File: config.mk
export PLATFORM = sky130hd
export DESIGN_NAME = ifu_fetch_flat
export DESIGN_NICKNAME = d
export VERILOG_FILES = /design/src/rtl/ifu_fetch_if.sv /design/src/rtl/ifu_fetch.sv /design/src/flat_wrapper.sv
export SDC_FILE = /design/constraint.sdc
export NUM_CORES = 1
export LEC_CHECK = 0
export BUFFER_PORTS_ARGS = -buffer_cell sky130_fd_sc_hd__buf_2
export CELL_PAD_IN_SITES_DETAIL_PLACEMENT = 0
export CELL_PAD_IN_SITES_GLOBAL_PLACEMENT = 2
export CORE_UTILIZATION = 28
export CTS_BUF_LIST = sky130_fd_sc_hd__clkbuf_16
export DETAILED_ROUTE_END_ITERATION = 10
export GPL_ROUTABILITY_DRIVEN = 1
export PLACE_DENSITY_LB_ADDON = 0.1
export SYNTH_ARGS = -nofsm -noshare
export SYNTH_HDL_FRONTEND = slang
export SYNTH_SLANG_ARGS = --single-unit
File: constraint.sdc
create_clock -name clk -period 1.7 [get_ports clk]
set_input_delay 0.085 -clock clk [delete_from_list [all_inputs] [get_ports clk]]
set_output_delay 0.085 -clock clk [all_outputs]
set_load 0.01 [all_outputs]
File: src/rtl/ifu_fetch_if.sv
// ifu_fetch_if: fetch-stage bundle (WBU commit, IDU handshake, AXI-lite AR/R, status)
//   master: fetch stage drives valid_post/inst/pc, araddr/arvalid, rready, fetch_err, fetch_cnt
//   slave : environment drives commit_valid/npc, ready_post, arready, rdata/rresp/rvalid
interface ifu_fetch_if;
  logic        commit_valid;
  logic [31:0] npc;
  logic        valid_post;
  logic        ready_post;
  logic [31:0] inst;
  logic [31:0] pc;
  logic [31:0] araddr;
  logic        arvalid;
  logic        arready;
  logic [31:0] rdata;
  logic [1:0]  rresp;
  logic        rvalid;
  logic        rready;
  logic        fetch_err;
  logic [63:0] fetch_cnt;
  modport master (
    input  commit_valid, npc, ready_post, arready, rdata, rresp, rvalid,
    output valid_post, inst, pc, araddr, arvalid, rready, fetch_err, fetch_cnt
  );
  modport slave (
    output commit_valid, npc, ready_post, arready, rdata, rresp, rvalid,
    input  valid_post, inst, pc, araddr, arvalid, rready, fetch_err, fetch_cnt
  );
endinterface

File: src/rtl/ifu_fetch.sv
// ifu_fetch: multicycle instruction fetch, one AXI-lite read per instruction, hands off to IDU, waits for WBU commit
//   clk, rst (async, active-low), bus (ifu_fetch_if.master)
module ifu_fetch #(
  parameter logic [31:0] RESET_PC = 32'h8000_0000,
  parameter logic [31:0] ERR_INST = 32'h0010_0073
) (
  input logic clk,
  input logic rst,
  ifu_fetch_if.master bus
);
  typedef enum logic [2:0] {
    BOOT,
    WAIT_ARREADY,
    WAIT_RVALID,
    WAIT_READY,
    WAIT_COMMIT
  } state_t;
  state_t      state, state_nx;
  logic [31:0] pc_r, inst_r, pc_out;
  logic        err_r;
  logic [63:0] cnt_r;
  logic        r_fire, post_fire, commit_fire;
  always_ff @(posedge clk or negedge rst)
    if (!rst) state <= BOOT;
    else state <= state_nx;
  always_comb begin
    state_nx = state;
    r_fire = state == WAIT_RVALID && bus.rvalid;
    post_fire = state == WAIT_READY && bus.ready_post;
    commit_fire = state == WAIT_COMMIT && bus.commit_valid;
    state_nx = state == BOOT ? WAIT_ARREADY :
               state == WAIT_ARREADY && bus.arready ? WAIT_RVALID :
               r_fire ? WAIT_READY :
               post_fire ? WAIT_COMMIT :
               commit_fire ? WAIT_ARREADY : state;
  end
  // handshakes decode from state only, so no input reaches an output combinationally
  assign bus.arvalid = state == WAIT_ARREADY;
  assign bus.rready = state == WAIT_RVALID;
  assign bus.valid_post = state == WAIT_READY;
  assign bus.araddr = pc_r;
  assign bus.inst = inst_r;
  assign bus.pc = pc_out;
  assign bus.fetch_err = err_r;
  assign bus.fetch_cnt = cnt_r;
  always_ff @(posedge clk or negedge rst)
    if (!rst) begin
      pc_r <= RESET_PC;
      inst_r <= '0;
      pc_out <= RESET_PC;
      err_r <= 1'b0;
      cnt_r <= '0;
    end else begin
      if (r_fire) begin
        inst_r <= bus.rresp == 2'b00 ? bus.rdata : ERR_INST;
        pc_out <= pc_r;
      end
      // the PC is word-aligned by dropping the low bits; misalignment is only flagged
      if (commit_fire) pc_r <= {bus.npc[31:2], 2'b00};
      if ((r_fire && bus.rresp != 2'b00) || (commit_fire && bus.npc[1:0] != 2'b00)) err_r <= 1'b1;
      if (post_fire) cnt_r <= cnt_r + 64'd1;
    end
endmodule
File: src/flat_wrapper.sv
// flat-port wrapper written by rule: the top's interface ports become plain ports
module ifu_fetch_flat 
#(
  parameter logic [31:0] RESET_PC = 32'h8000_0000,
  parameter logic [31:0] ERR_INST = 32'h0010_0073
)
  (clk, rst, bus_commit_valid, bus_npc, bus_ready_post, bus_arready, bus_rdata, bus_rresp, bus_rvalid, bus_valid_post, bus_inst, bus_pc, bus_araddr, bus_arvalid, bus_rready, bus_fetch_err, bus_fetch_cnt);
  ifu_fetch_if bus_i ();
  input logic clk;
  input logic rst;
  input wire logic [$bits(bus_i.commit_valid)-1:0] bus_commit_valid;
  input wire logic [$bits(bus_i.npc)-1:0] bus_npc;
  input wire logic [$bits(bus_i.ready_post)-1:0] bus_ready_post;
  input wire logic [$bits(bus_i.arready)-1:0] bus_arready;
  input wire logic [$bits(bus_i.rdata)-1:0] bus_rdata;
  input wire logic [$bits(bus_i.rresp)-1:0] bus_rresp;
  input wire logic [$bits(bus_i.rvalid)-1:0] bus_rvalid;
  output wire logic [$bits(bus_i.valid_post)-1:0] bus_valid_post;
  output wire logic [$bits(bus_i.inst)-1:0] bus_inst;
  output wire logic [$bits(bus_i.pc)-1:0] bus_pc;
  output wire logic [$bits(bus_i.araddr)-1:0] bus_araddr;
  output wire logic [$bits(bus_i.arvalid)-1:0] bus_arvalid;
  output wire logic [$bits(bus_i.rready)-1:0] bus_rready;
  output wire logic [$bits(bus_i.fetch_err)-1:0] bus_fetch_err;
  output wire logic [$bits(bus_i.fetch_cnt)-1:0] bus_fetch_cnt;
  assign bus_i.commit_valid = bus_commit_valid;
  assign bus_i.npc = bus_npc;
  assign bus_i.ready_post = bus_ready_post;
  assign bus_i.arready = bus_arready;
  assign bus_i.rdata = bus_rdata;
  assign bus_i.rresp = bus_rresp;
  assign bus_i.rvalid = bus_rvalid;
  assign bus_valid_post = bus_i.valid_post;
  assign bus_inst = bus_i.inst;
  assign bus_pc = bus_i.pc;
  assign bus_araddr = bus_i.araddr;
  assign bus_arvalid = bus_i.arvalid;
  assign bus_rready = bus_i.rready;
  assign bus_fetch_err = bus_i.fetch_err;
  assign bus_fetch_cnt = bus_i.fetch_cnt;
  ifu_fetch #(.RESET_PC(RESET_PC), .ERR_INST(ERR_INST)) u_core (.clk(clk), .rst(rst), .bus(bus_i));
endmodule
# Word-level counts from Yosys, hierarchy flattened

Index checks and enable logic that the tools add are counted.

Equality and inequality tests: 4
Reductions and logical operators: 12
$add $sub $neg: 1
Mux-type cells: 6

Operators by type and width:

| cell                                          | count |
|---|---|
| adder 64 x 1 -> 64 bit, second input constant | 1 |
| two-way mux 32 bit                            | 1 |
| two-way mux 3 bit                             | 5 |
| == test 3 x 2 -> 1 bit, second input constant | 2 |
| logical AND 1 bit                             | 6 |
| nonzero test 5 bit                            | 1 |
| nonzero test 2 bit                            | 2 |
| == test 3 x 1 -> 1 bit, second input constant | 1 |
| == test 3 bit, second input constant          | 1 |
| logical NOT 3 bit                             | 1 |
| logical NOT 2 bit                             | 1 |
| logical OR 1 bit                              | 1 |

Logic and storage cells: 29
Flip-flop bits (word level): 160
Output and inout port bits: 164
Bits of input ports: 72

# Depth between registers and ports, before layout

Gate-level depths: netlist (run 1).

Depth in word-level cells: 7
Mapped depth: 7
Gate-level depth less buffers: 6

# Worst setup path after synthesis (run 1)

OpenSTA, ideal clock, no wires.

Path kind: reg-to-reg
Start: register u_core.cnt_r[9] (netlist: u_core.bus.fetch_cnt[9])
End: register u_core.cnt_r[22] (netlist: u_core.bus.fetch_cnt[22])
Setup time: 0.125 ns
Path buffers: 0
Required time: 1.575 ns
Cell stages (with the launch flop): 6
Period minus slack after synthesis: 1.802 ns
Path slack: -0.102 ns
Data arrival time: 1.677 ns
Path through: dfrtp_1 -> nand4_1 -> or4_4 -> nor3_2 -> nand4_1 -> xnor2_1

Longest elaborated chain between the ends: 1

Ends and longest elaborated chain:

| element                | RTL line        | RTL |
|---|---|---|
| from (decl)            | ifu_fetch.sv:21 | `logic [63:0] cnt_r;` |
| from (signal assigned) | ifu_fetch.sv:61 | `if (post_fire) cnt_r <= cnt_r + 64'd1;` |
| adder 64 x 1 -> 64 bit | ifu_fetch.sv:61 |  |

Every way passes these cells.
A chain may end at the register's enable or synchronous reset.

# Final worst setup path (run 1)

Start: register u_core.cnt_r[14] (netlist: u_core.bus.fetch_cnt[14])
End: register u_core.cnt_r[22] (netlist: u_core.bus.fetch_cnt[22])

The elaborated chain is that of the path after synthesis.

==> results.yml, run 1 <==
logic_synthesis:
  ys_async_sr_fraction_pct: 100
  synth.cell_area_um2: 6780
  ys.flop_type: "dfrtp_1"
  ys_seq_elements: 160
  synthTopCellsByArea: "dfrtp_1 (58%), mux2_2 (10%), nand2_1 (5.0%)"
  yosysSeqAreaShare_pct: 59.1
  synth_fa_ha_area_share_pct: 0.184
  syn_inst: 578
  synth-compound-area-share_pct: 3.04
  synth_top_area_share_pct: 58.3
  syn_avg_cell_area_um2: 11.7
  synth_xor_area_share_pct: 8.14
  yosysWarnings: 0
  synth.largest_area_cell: "dfrtp_1"
  synth_top_family_by_area: "simple AND/OR/NAND/NOR gates"
  synth-simple-area-share_pct: 17.1
  yosysUniqueCellTypes: 41
  synth_edf_count: 0
  synth.area.mux_share_pct: 9.96
floorplanning:
  die_h_um: 158
  std_cell_rows: 56
  die_area_um2: 24900
  die_w_um: 158
  core-area_um2: 23600
  start_util_pct: 28.7
  ioPinCount: 236
worst_setup_path:
  required_ns: 2.01
  cp-end-kind: "register"
  cp_max_fo: 4
  arrival_ns: 2.12
  rr_startpoint: "u_core.bus.fetch_cnt[14]"
  path_class: "register to register"
  crit_start: "u_core.bus.fetch_cnt[14]"
  start_kind: "register"
clock_network:
  h-tree-depth: 4
  clockRootBuffer: "clkbuf_16"
  clock_path_buffers: 2
  cts_sinks: 160
  path_clk_slew_ns: 0.07
  cts_buffers: 17
  tritoncts: "yes"
  worstSkewPairLatency_ns: 0.43
global_routing:
  first_global_vias: 5843
  grt_usage_pct: 15.9
  grt_antenna_before_repair: 2
  grt_max_degree: 67
  grt_pass1_wl_mm: 30.4
  grt.overflow.total: 0
flow_run:
  max-cap-violations: 0
finish:
  nets: 1056
  fillers: 2266
  final_core_util_pct: 45.9
  area_growth_pct: 59.7
  final_area_um2: 10800
  layout-drive-gt1-share_pct: 49.9
detailed_routing:
  dr.pass1.iters: 4
  wire_per_inst_um: 15.0
  via_per_inst: 4.32
  drtIter0Drc: 240
  ant_nets: 0
  post-route-drc-count: 0
  routed_wl_mm: 19.7
  vias: 5681
timing:
  fin_setup_tns_ns: -1.37
  drv_slew: 0
  clock.fmax_mhz: 554
  period_needed_ns: 1.81
  rsz0062_at_grt: "yes"
  timing_hold_violations_final: 0
  finalSetupViolCount: 23
  skew_ns: 0.0116
  setup_ws_ns: -0.105
  period_share_pct: 106
hold_path:
  hp-class: "input pin to register"
  min-delay-start: "bus_ready_post"
pwr:
  p_total_mw: 14.0
  p_per_area_nw_per_um2: 1290
  p_leak_nw: 5.44
  peakVddDrop_v: 0.000742
placed_design:
  dp_hpwl_mm: 13.8
  postPlaceCellArea_um2: 9020
  io_buffers: 231
  globalplace.congestion: 0.755
outcome:
  outcome: "complete, but fails checks"
  violations: "setup timing"
==> path summary, 6_finish.rpt <==
check | cells past startpoint | slack, ns | to
setup / recovery | 5 | -0.11 | u_core.bus.fetch_cnt[22]
hold / removal | 4 | 0.11 | u_core.state[0]
setup reg to reg | 5 | -0.11 | u_core.bus.fetch_cnt[22]
hold reg to reg | 1 | 0.47 | u_core.bus.fetch_cnt[63]
max in group asynchronous | 3 | 0.91 | u_core.bus.fetch_cnt[58]
min in group asynchronous | 2 | 0.15 | u_core.bus.inst[15]
==> cell usage after synthesis, types with 4 or more instances <==
cell type / number
dfrtp_1: 158
nand2_1: 90
mux2_2: 60
xnor2_1: 37
nor2_1: 35
o21ai_0: 34
xor2_1: 26
nand3_1: 24
nand4_1: 17
nor3_1: 12
inv_1: 11
buf_2: 7
and4_1: 6
buf_4: 6
clkbuf_1: 5
nor3_2: 5
a21oi_1: 4
and2_1: 4
buf_1: 4
nor4_1: 4
==> routing by layer <==
metal  GRT usage [%]  up-vias  share of wire [%]
li1                -     2775                  -
met3            4.71       17                5.6
met4            5.18        2                1.3
met2            25.9      144                 48
met1            20.2     2743                 45
met5               0        -              0.051
==> placed cells by master, fill, tap and decap left out, types with 3 or more instances in the layout <==
master / instances
or2_2: 3
nor4_4: 6
buf_4: 91
o21ai_0: 34
xnor2_1: 35
bufinv_16: 5
a21oi_1: 4
dlygate4sd3_1: 68
dfrtp_1: 154
inv_1: 10
inv_8: 3
mux2_2: 60
nor3_2: 13
nand2_1: 86
buf_2: 230
nand3_2: 5
nand4_1: 17
and4_1: 5
buf_6: 8
and2_1: 4
nand3_1: 15
nor2_1: 27
buf_12: 6
nor3_4: 3
inv_6: 5
dfrtp_2: 4
clkbuf_16: 20
nand3_4: 4
xor2_1: 26
nor2_2: 8
conb_1: 4
==> critical path, cell delays in order (launching register included) <==
cell,delay (ns)
dfrtp_1,0.39
nand4_4,0.16
or4_4,0.57
nor3_4,0.27
nand4_1,0.15
xnor2_1,0.15
==> registers in the layout (all words and copies together) (netlist names) <==
register and flops:
u_core.bus.fetch_cnt 64, u_core.bus.inst 32, u_core.bus.araddr 30, u_core.bus.pc 30
u_core.state 3, u_core.bus.fetch_err 1
==> report_power, final <==
group / switching (mW) / internal [mW] / total (mW)
Sequential: 0.635 / 4.92 / 5.55
Combinational: 1.99 / 2.05 / 4.04
Clock: 1.71 / 2.67 / 4.38
==> per-stage QoR <==
stage / setup slack [ns] / hold WS, ns / cells
4_1_cts: -0.105 / 0.0987 / 1300
5_1_grt: -0.210 / 0.152 / 1316
2_1_floorplan: -0.0195 / -0.211 / 581
3_3_place_gp: -0.0885 / 0.0326 / 1199
3_5_place_dp: -0.124 / 0.0391 / 1199
6_report: -0.105 / 0.114 / 1316
==> final cells by class <==
cell class              count  area, µm²  area share (%)
multi-input cells         387       2910            26.8
inverters                  11       41.3           0.381
diodes                      1       2.50          0.0231
repair buffers            406       2800            25.9
flip-flops and latches    160       4010            37.0
clock buffers              17        425            3.93
clock inverters            15        244            2.25
well taps                 319        399            3.68
==> logic make-up (layout without fill, tap and decap cells) <==
family,count (synthesis),count (layout)
other cells,1,5
buf+inv,34,449
simple gates,219,219
mux,60,60
compound gates,40,40
flops,160,160
fa+ha+maj,1,1
xor+xnor,63,63
==> timing repair <==
item | CTS | global route
cloned | 0 | 3
buffers inserted | 1 | 13
gates resized for setup | 9 | 52
hold buffers | 68 | 0
pin swaps | 3 | 38
setup endpoints to repair | 29 | 82
endpoints found under the hold margin | 205 | 0
Power figures use the tool's default switching activity.
==> inputs of run 2 (changes only) <==
- CELL_PAD_IN_SITES_DETAIL_PLACEMENT: 0 -> 1
- HOLD_SLACK_MARGIN: not set -> 0.02
==> run 2 against run 1 <==
  * The flow still finishes with violations (setup timing)
  * Power decreased by 1.8%
  * Global-route usage up 1.3 points
  * Clock power decreased by 6.6%
  * Combinational power hardly changed
  * First-iteration DRC count down 38%
  * Non-clock buffer count increased by 5
  * Clock skew down 0.0010 ns
  * Fmax decreased by 0.79%
  * Worst hold slack improved by 0.016 ns
  * Cell count increased by 0.30%
  * Sequential power up 0.7%
  * Critical path depth rose by 2
  * Critical endpoint is now u_core.bus.fetch_cnt[59]
  * Largest cell class unchanged
  * Largest power group unchanged
==> results.yml, run 2 (synthesis results as in run 1) <==
worst_setup_path:
  cp-end-kind: "register"
  arrival_ns: 2.17
  required_ns: 2.05
  crit_chain: "nand4_1 -> buf_6 -> nor4_4 -> nand4_2 -> buf_12 -> nor3_2 -> xor2_1"
  path_class: "register to register"
  critPathSlowestCell: "dfrtp_1"
  cp_max_fo: 13
  start_kind: "register"
  cp_slowest_stage_delay_ns: 0.36
timing:
  finalSetupViolCount: 23
  holdWs_ns: 0.129
  period_share_pct: 107
  setup_ws_ns: -0.120
  skew_ns: 0.0106
  rsz0062_at_grt: "yes"
  drv_slew: 0
  period_needed_ns: 1.82
  timing_hold_violations_final: 0
  clock.fmax_mhz: 550
placed_design:
  io_buffers: 231
  dp_hpwl_mm: 15.0
  post-place-ws_ns: -0.166
  globalplace.congestion: 0.755
finish:
  layout-drive-gt1-share_pct: 50.3
  area_growth_pct: 60.7
  fillers: 2596
  nets: 1061
  largest_register_ffs: 64
  mostFrequentLayoutCells: "buf_2 (230), dfrtp_1 (155), buf_4 (93)"
  final_core_util_pct: 46.2
  layout_commonest_cell: "buf_2"
  antenna_cells: 0
floorplanning:
  die_h_um: 158
  die_area_um2: 24900
  start_util_pct: 28.7
  ioPinCount: 236
  die_w_um: 158
  std_cell_rows: 56
  core-area_um2: 23600
pwr:
  p_per_area_nw_per_um2: 1260
  p_leak_nw: 5.53
  peakVddDrop_v: 0.000626
detailed_routing:
  wire_per_inst_um: 16.3
  post-route-drc-count: 0
  ant_nets: 0
  vias: 5857
  via_per_inst: 4.44
  dr.pass1.iters: 4
  drtIter0Drc: 148
  routed_wl_mm: 21.5
global_routing:
  met2_usage_pct: 29.5
  grt.overflow.total: 0
  met3_usage_pct: 4.85
  grt_antenna_before_repair: 1
  grt_max_degree: 67
  grt_pass1_wl_mm: 32.9
  grt_usage_pct: 17.2
  gr-max-usage-layer: "met2"
  gr-usage-met1_pct: 21.1
  first_global_vias: 6233
clock_network:
  path_clk_slew_ns: 0.07
  clockRootBuffer: "clkbuf_16"
  tritoncts: "yes"
  cts_buffers: 17
  clock_path_buffers: 2
  worstSkewPairLatency_ns: 0.43
  cts_sinks: 160
  h-tree-depth: 4
flow_run:
  max-cap-violations: 0
hold_path:
  hp-class: "input pin to register"
outcome:
  violations: "setup timing"
  outcome: "complete, but fails checks"
[run 2: changes by cell type in the layout (fill, tap and decap cells not counted), moves of 2 or more]
cell       before  now
buf_12          6    8
and4_2          0    2
nor3_4          3    7
bufinv_16       5    3
buf_4          91   93
clkinv_2        0    2
nor2_4          0    3
nor2_2          8    6
nor3_2         13    8
[run 2: final cells by class]
type	instances	area, µm²	area share [%]
sequential	160	4010	36.8
inverter	11	41.3	0.379
tap	319	399	3.66
clock buffer	17	425	3.90
multi-input combinational	387	2960	27.1
timing repair buffer	411	2870	26.3
clock inverter	15	196	1.80
[run 2: power by group]
group          total (mW)  leakage [nW]  switching (mW)  internal [mW]
combinational        4.05          3.18            2.02           2.02
clock                4.09         0.306            1.72           2.37
sequential           5.59          2.04           0.673           4.92
[run 2: final timing paths]
| check | start | to | slack (ns) | cells past startpoint |
|---|---|---|---|---|
| hold / removal | bus_ready_post | u_core.state[0] | 0.13 | 4 |
| max in group asynchronous | rst | u_core.bus.fetch_cnt[46] | 0.91 | 3 |
| hold reg to reg | u_core.bus.inst[30] | u_core.bus.inst[30] | 0.48 | 2 |
| min in group asynchronous | rst | u_core.bus.inst[15] | 0.14 | 2 |
| setup reg to reg | u_core.bus.fetch_cnt[11] | u_core.bus.fetch_cnt[59] | -0.12 | 7 |
| setup / recovery | u_core.bus.fetch_cnt[11] | u_core.bus.fetch_cnt[59] | -0.12 | 7 |
[run 2: metal layers]
metal  wire length (µm)  up-vias  part of all wire, %
met2              10900      140                   51
li1                   -     2790                    -
met1               9180     2905                   43
met4                227        2                  1.1
met3               1130       20                  5.3
met5                 10        -                0.047
[run 2: repair_timing]
item / in CTS / in global routing
hold buffers: 68 / 0
gates resized for setup: 20 / 51
setup endpoints to repair: 36 / 88
buffers inserted: 3 / 15
endpoints found under the hold margin: 205 / 0
pin swaps: 7 / 26
gates cloned: 0 / 3
[run 2: stage by stage]
step                      power, mW  instances  area, µm²  TNS (ns)
after detailed placement       9.49       1199       9020     -2.57
after global placement         9.33       1199       9020    -0.494
after floorplan                7.48        581       6810   -0.0195
final                          13.7       1320      10900     -1.08
after CTS                      13.8       1302      10500     -1.10
after global routing           14.5       1320      10900     -4.10
[run 2: critical path, delay by kind of cell, from the launching register on]
kind,cells,cell delay [ns]
buf+inv,2,0.35
xor+xnor,1,0.18
simple gates,4,0.86
flops,1,0.36
